File: config.mk
export PLATFORM = sky130hd
export DESIGN_NAME = prg_fetch_ctrl
export DESIGN_NICKNAME = d
export VERILOG_FILES = /design/src/rtl/prg_fetch_ctrl.sv
export SDC_FILE = /design/constraint.sdc
export NUM_CORES = 1
export LEC_CHECK = 0
export ABC_AREA = 1
export CORE_ASPECT_RATIO = 0.6
export CORE_MARGIN = 2
export CORE_UTILIZATION = 35
export DETAILED_ROUTE_END_ITERATION = 8
export SLEW_MARGIN = 0
export SYNTH_ARGS = -nofsm -noshare
export SYNTH_HDL_FRONTEND = slang
export SYNTH_SLANG_ARGS = --single-unit
File: constraint.sdc
create_clock -name clk_i -period 1.45 [get_ports clk_i]
set_clock_uncertainty 0.2 [all_clocks]
set_input_delay 0.145 -clock clk_i [delete_from_list [all_inputs] [get_ports clk_i]]
set_output_delay 0.145 -clock clk_i [all_outputs]
set_load 0.02 [all_outputs]
File: src/rtl/prg_fetch_ctrl.sv
// prg_fetch_ctrl: fetch/decode sequencer for the 4-bit trainer CPU program ROM
module prg_fetch_ctrl #(
    parameter int          PC_W   = 4,
    parameter int          CODE_W = 8,
    parameter logic [3:0]  OP_JMP = 4'hD,
    parameter logic [3:0]  OP_JNC = 4'hE
) (
    input  logic              clk_i,
    input  logic              rst_n_i,
    input  logic              ce_i,
    input  logic              restart_i,
    input  logic [CODE_W-1:0] mc_code_i,
    input  logic              carry_i,
    output logic [PC_W-1:0]   pcnt_o,
    output logic [3:0]        opcode_o,
    output logic [3:0]        operand_o,
    output logic              exec_o,
    output logic              halt_o
);
    typedef enum logic [1:0] {FETCH, DECODE, EXEC_S, HALT_S} state_t;

    localparam logic [PC_W-1:0] PC_ONE = PC_W'(1);

    state_t            state_q, state_d;
    logic [PC_W-1:0]   pc_q, pc_d;
    logic [7:0]        ir_q, ir_d;
    logic              halt_q, halt_d;
    logic              exec_d;
    logic [PC_W-1:0]   target;

    assign target    = PC_W'(ir_q[3:0]);
    assign pcnt_o    = pc_q;
    assign opcode_o  = ir_q[7:4];
    assign operand_o = ir_q[3:0];
    assign exec_o    = exec_d;
    assign halt_o    = halt_q;

    // next-state logic: restart dominates, otherwise advance only on CE; HALT_S parks
    always_comb begin
        state_d = state_q;
        pc_d    = pc_q;
        ir_d    = ir_q;
        halt_d  = halt_q;
        exec_d  = 1'b0;
        if (restart_i) begin
            state_d = FETCH;
            pc_d    = '0;
            halt_d  = 1'b0;
        end else if (ce_i) begin
            case (state_q)
                FETCH: begin
                    ir_d    = {mc_code_i[CODE_W-1 -: 4], mc_code_i[3:0]};
                    state_d = DECODE;
                end
                DECODE: begin
                    if (ir_q[7:4] == OP_JMP) begin
                        if (target == pc_q) begin
                            state_d = HALT_S;
                            halt_d  = 1'b1;
                        end else begin
                            pc_d    = target;
                            state_d = FETCH;
                        end
                    end else if (ir_q[7:4] == OP_JNC) begin
                        pc_d    = carry_i ? pc_q + PC_ONE : target;
                        state_d = FETCH;
                    end else begin
                        state_d = EXEC_S;
                    end
                end
                EXEC_S: begin
                    exec_d  = 1'b1;
                    pc_d    = pc_q + PC_ONE;
                    state_d = FETCH;
                end
                default: state_d = state_q;
            endcase
        end
    end

    // state, program counter, instruction register and halt flag
    always_ff @(posedge clk_i or negedge rst_n_i) begin
        if (!rst_n_i) begin
            state_q <= FETCH;
            pc_q    <= '0;
            ir_q    <= '0;
            halt_q  <= 1'b0;
        end else begin
            state_q <= state_d;
            pc_q    <= pc_d;
            ir_q    <= ir_d;
            halt_q  <= halt_d;
        end
    end
endmodule

==> metrics.cfg <==
[status]
status=finished with violations
violations=setup timing

[die]
die-area_um2=3240
die_h_um=44.9
start_util_pct=37.9
core_area_um2=2570
die_w_um=72.2
fp-row-count=14
ioPinCount=27

[sta]
hold_ws_ps=38.9
setup_tns_ps=-535
setup_violations=15
rsz0062_at_grt=true
slew_violations=0
hold_viol=0
postLayoutSetupSlackWorst_ps=-88.3
fin_crit_ps=1540
max_slew_margin_pct=84.1
fmax_mhz=650
period_share_pct=106
tightest_slew_ps=240

[yosys]
synthTopCellsByArea=dfrtp_1 (38%), nand2_1 (13%), inv_1 (6.5%)
synth_commonest_cells=nand2_1 (34), inv_1 (17), dfrtp_1 (15), nor2_1 (15)
synthDistinctLibCells=22
synth_seq_cells=15
synth_edf_count=0
syn-cell-area_um2=977
synth.most_common_cell=nand2_1
synth-async-reset-ratio_pct=100
synth.avg_cell_area_um2=7.24
netlist_instances=135
seq_area_frac_synth_pct=38.4
synth_top_area_cell=dfrtp_1
synth_flop_cell=dfrtp_1
syn_nets=152
yosys_warnings=0
synth_top_cell_area_share_pct=38.4

[worst_setup_path]
path_max_fanout=2
worst-path-stages=5
start_kind=flip-flop
crit_chain=inv_2 -> ha_4 -> clkinv_4 -> nor3_4 -> buf_6
endpoint_kind=primary output
r2r_cells=7
cp.arrival_ps=1190
critical_path_class=reg -> out
critPathMaxStageDelay_ps=400
slowest_stage=dfrtp_1
crit_family=flip-flops
cp.required_ps=1110
critPathBufInv=3

[final_layout]
num-fill-cells=208
synthToLayoutAreaGrowth_pct=73.5
n_antenna_cell=0
nNetsFinal=213
layout-drive-gt1-share_pct=43.6

[worst_hold_path]
min_path_type=in -> async

[clock_tree]
cts_buffers=3
cts_tree=yes
clk_path_buf_depth=2
clock_latency_ps=250
clockRootBuffer=clkbuf_8
cts.sinks=15
cts_max_level=1
hold_buffers=0
cts.clk_slew.worst_paths_ps=60

[detailed_routing]
drc=0
routed_wl_um=2780
ant_nets=0
drtIter0Drc=17
vias=1046
post_drt_wl_per_cell_um=12.3
vias_per_cell=4.61
drt-pass1-iter-count=4

[pwr]
ir_worst_vdd_mv=0.934
leakagePower_uw=0.000848
power_density_nw_per_um2=1750

[global_route]
grt_pass1_wl_um=4490
grt_max_degree=16
grt_pass1_vias=987
track_usage_pct=18.6
grt_antenna_before_repair=0
grt_overflow=0

[placed_design]
place_hpwl_um=2040
port_buffers=26
gp_congestion=0.864

[flow_run]
max_cap_viol_count=0

state kept, by name, indices dropped and copies added (netlist names):
register and count:
ir_q 8, state_q 2, pcnt_o 4, halt_o 1
area by class of cell:
| cell class | instances | area (um^2) | area share, % |
|---|---|---|---|
| multi-input cells | 99 | 648 | 38.2 |
| repair buffers | 57 | 499 | 29.4 |
| flip-flops and latches | 15 | 383 | 22.6 |
| inverters | 20 | 80.1 | 4.72 |
| clock buffers | 4 | 45.0 | 2.66 |
| well taps | 32 | 40.0 | 2.36 |
cells by family after synthesis:
family          synth area share, %
simple gates                   35.9
buf+inv                        8.45
compound gates                 8.96
flops                          38.4
fa+ha+maj                      5.12
mux                            2.30
xor+xnor                      0.896
report_power, final:
| part | switching (uW) | internal, uW | total, uW |
|---|---|---|---|
| sequential | 192 | 599 | 791 |
| clock | 145 | 195 | 340 |
| combinational | 954 | 887 | 1840 |
placed cells by master, fill, tap and decap left out, types with 3 or more instances in the layout:
master / netlist / routed
nor2_1: 15 / 11
nand3_1: 10 / 9
inv_1: 17 / 13
o21ai_2: 0 / 3
clkbuf_8: 0 / 3
dfrtp_1: 15 / 9
clkdlybuf4s15_1: 0 / 3
buf_4: 1 / 26
dfrtp_2: 0 / 6
ha_4: 0 / 3
nor2_2: 5 / 6
buf_6: 0 / 7
clkdlybuf4s50_1: 0 / 12
nor2_4: 0 / 3
nand2_2: 4 / 9
inv_2: 2 / 6
dlygate4sd2_1: 0 / 8
nand2_1: 34 / 28
a21oi_1: 10 / 10
per-stage QoR:
stage               instance area [um^2]  worst slack [ps]  total power [uW]  utilization (%)  std cells
floorplan                            998              6.28              1600                -        135
global placement                    1470              -355              2370             57.1        216
detailed placement                  1470              -401              2390             57.1        216
CTS                                 1600              -102              2780             62.2        221
global route                        1700              -146              3200             65.8        227
finish                              1700             -88.3              2970             65.8        227
metal layers:
metal | up-vias | routed length [um] | global-route usage [%]
met5 | - | 0 | 0
met4 | 0 | 34 | 4.53
met3 | 6 | 96 | 4.69
met2 | 21 | 1200 | 29.4
met1 | 471 | 1450 | 25.8
li1 | 548 | - | -
repair_timing:
action / CTS / global route
pin swaps: 13 / 11
endpoints found under the setup margin: 28 / 18
gates resized for setup: 44 / 21
buffers inserted: 1 / 6
worst paths after layout:
path                                   start         to  slack, ps
worst min-delay path                 rst_n_i    ir_q[5]         40
worst max-delay path              state_q[0]     exec_o        -90
worst max register to register    state_q[0]  pcnt_o[0]        -60
worst min register to register     pcnt_o[3]  pcnt_o[3]        330
min in group clk_i              mc_code_i[4]    ir_q[4]        280
max in group asynchronous            rst_n_i  pcnt_o[0]        810
Note: power is estimated with default switching activity, not from simulation.
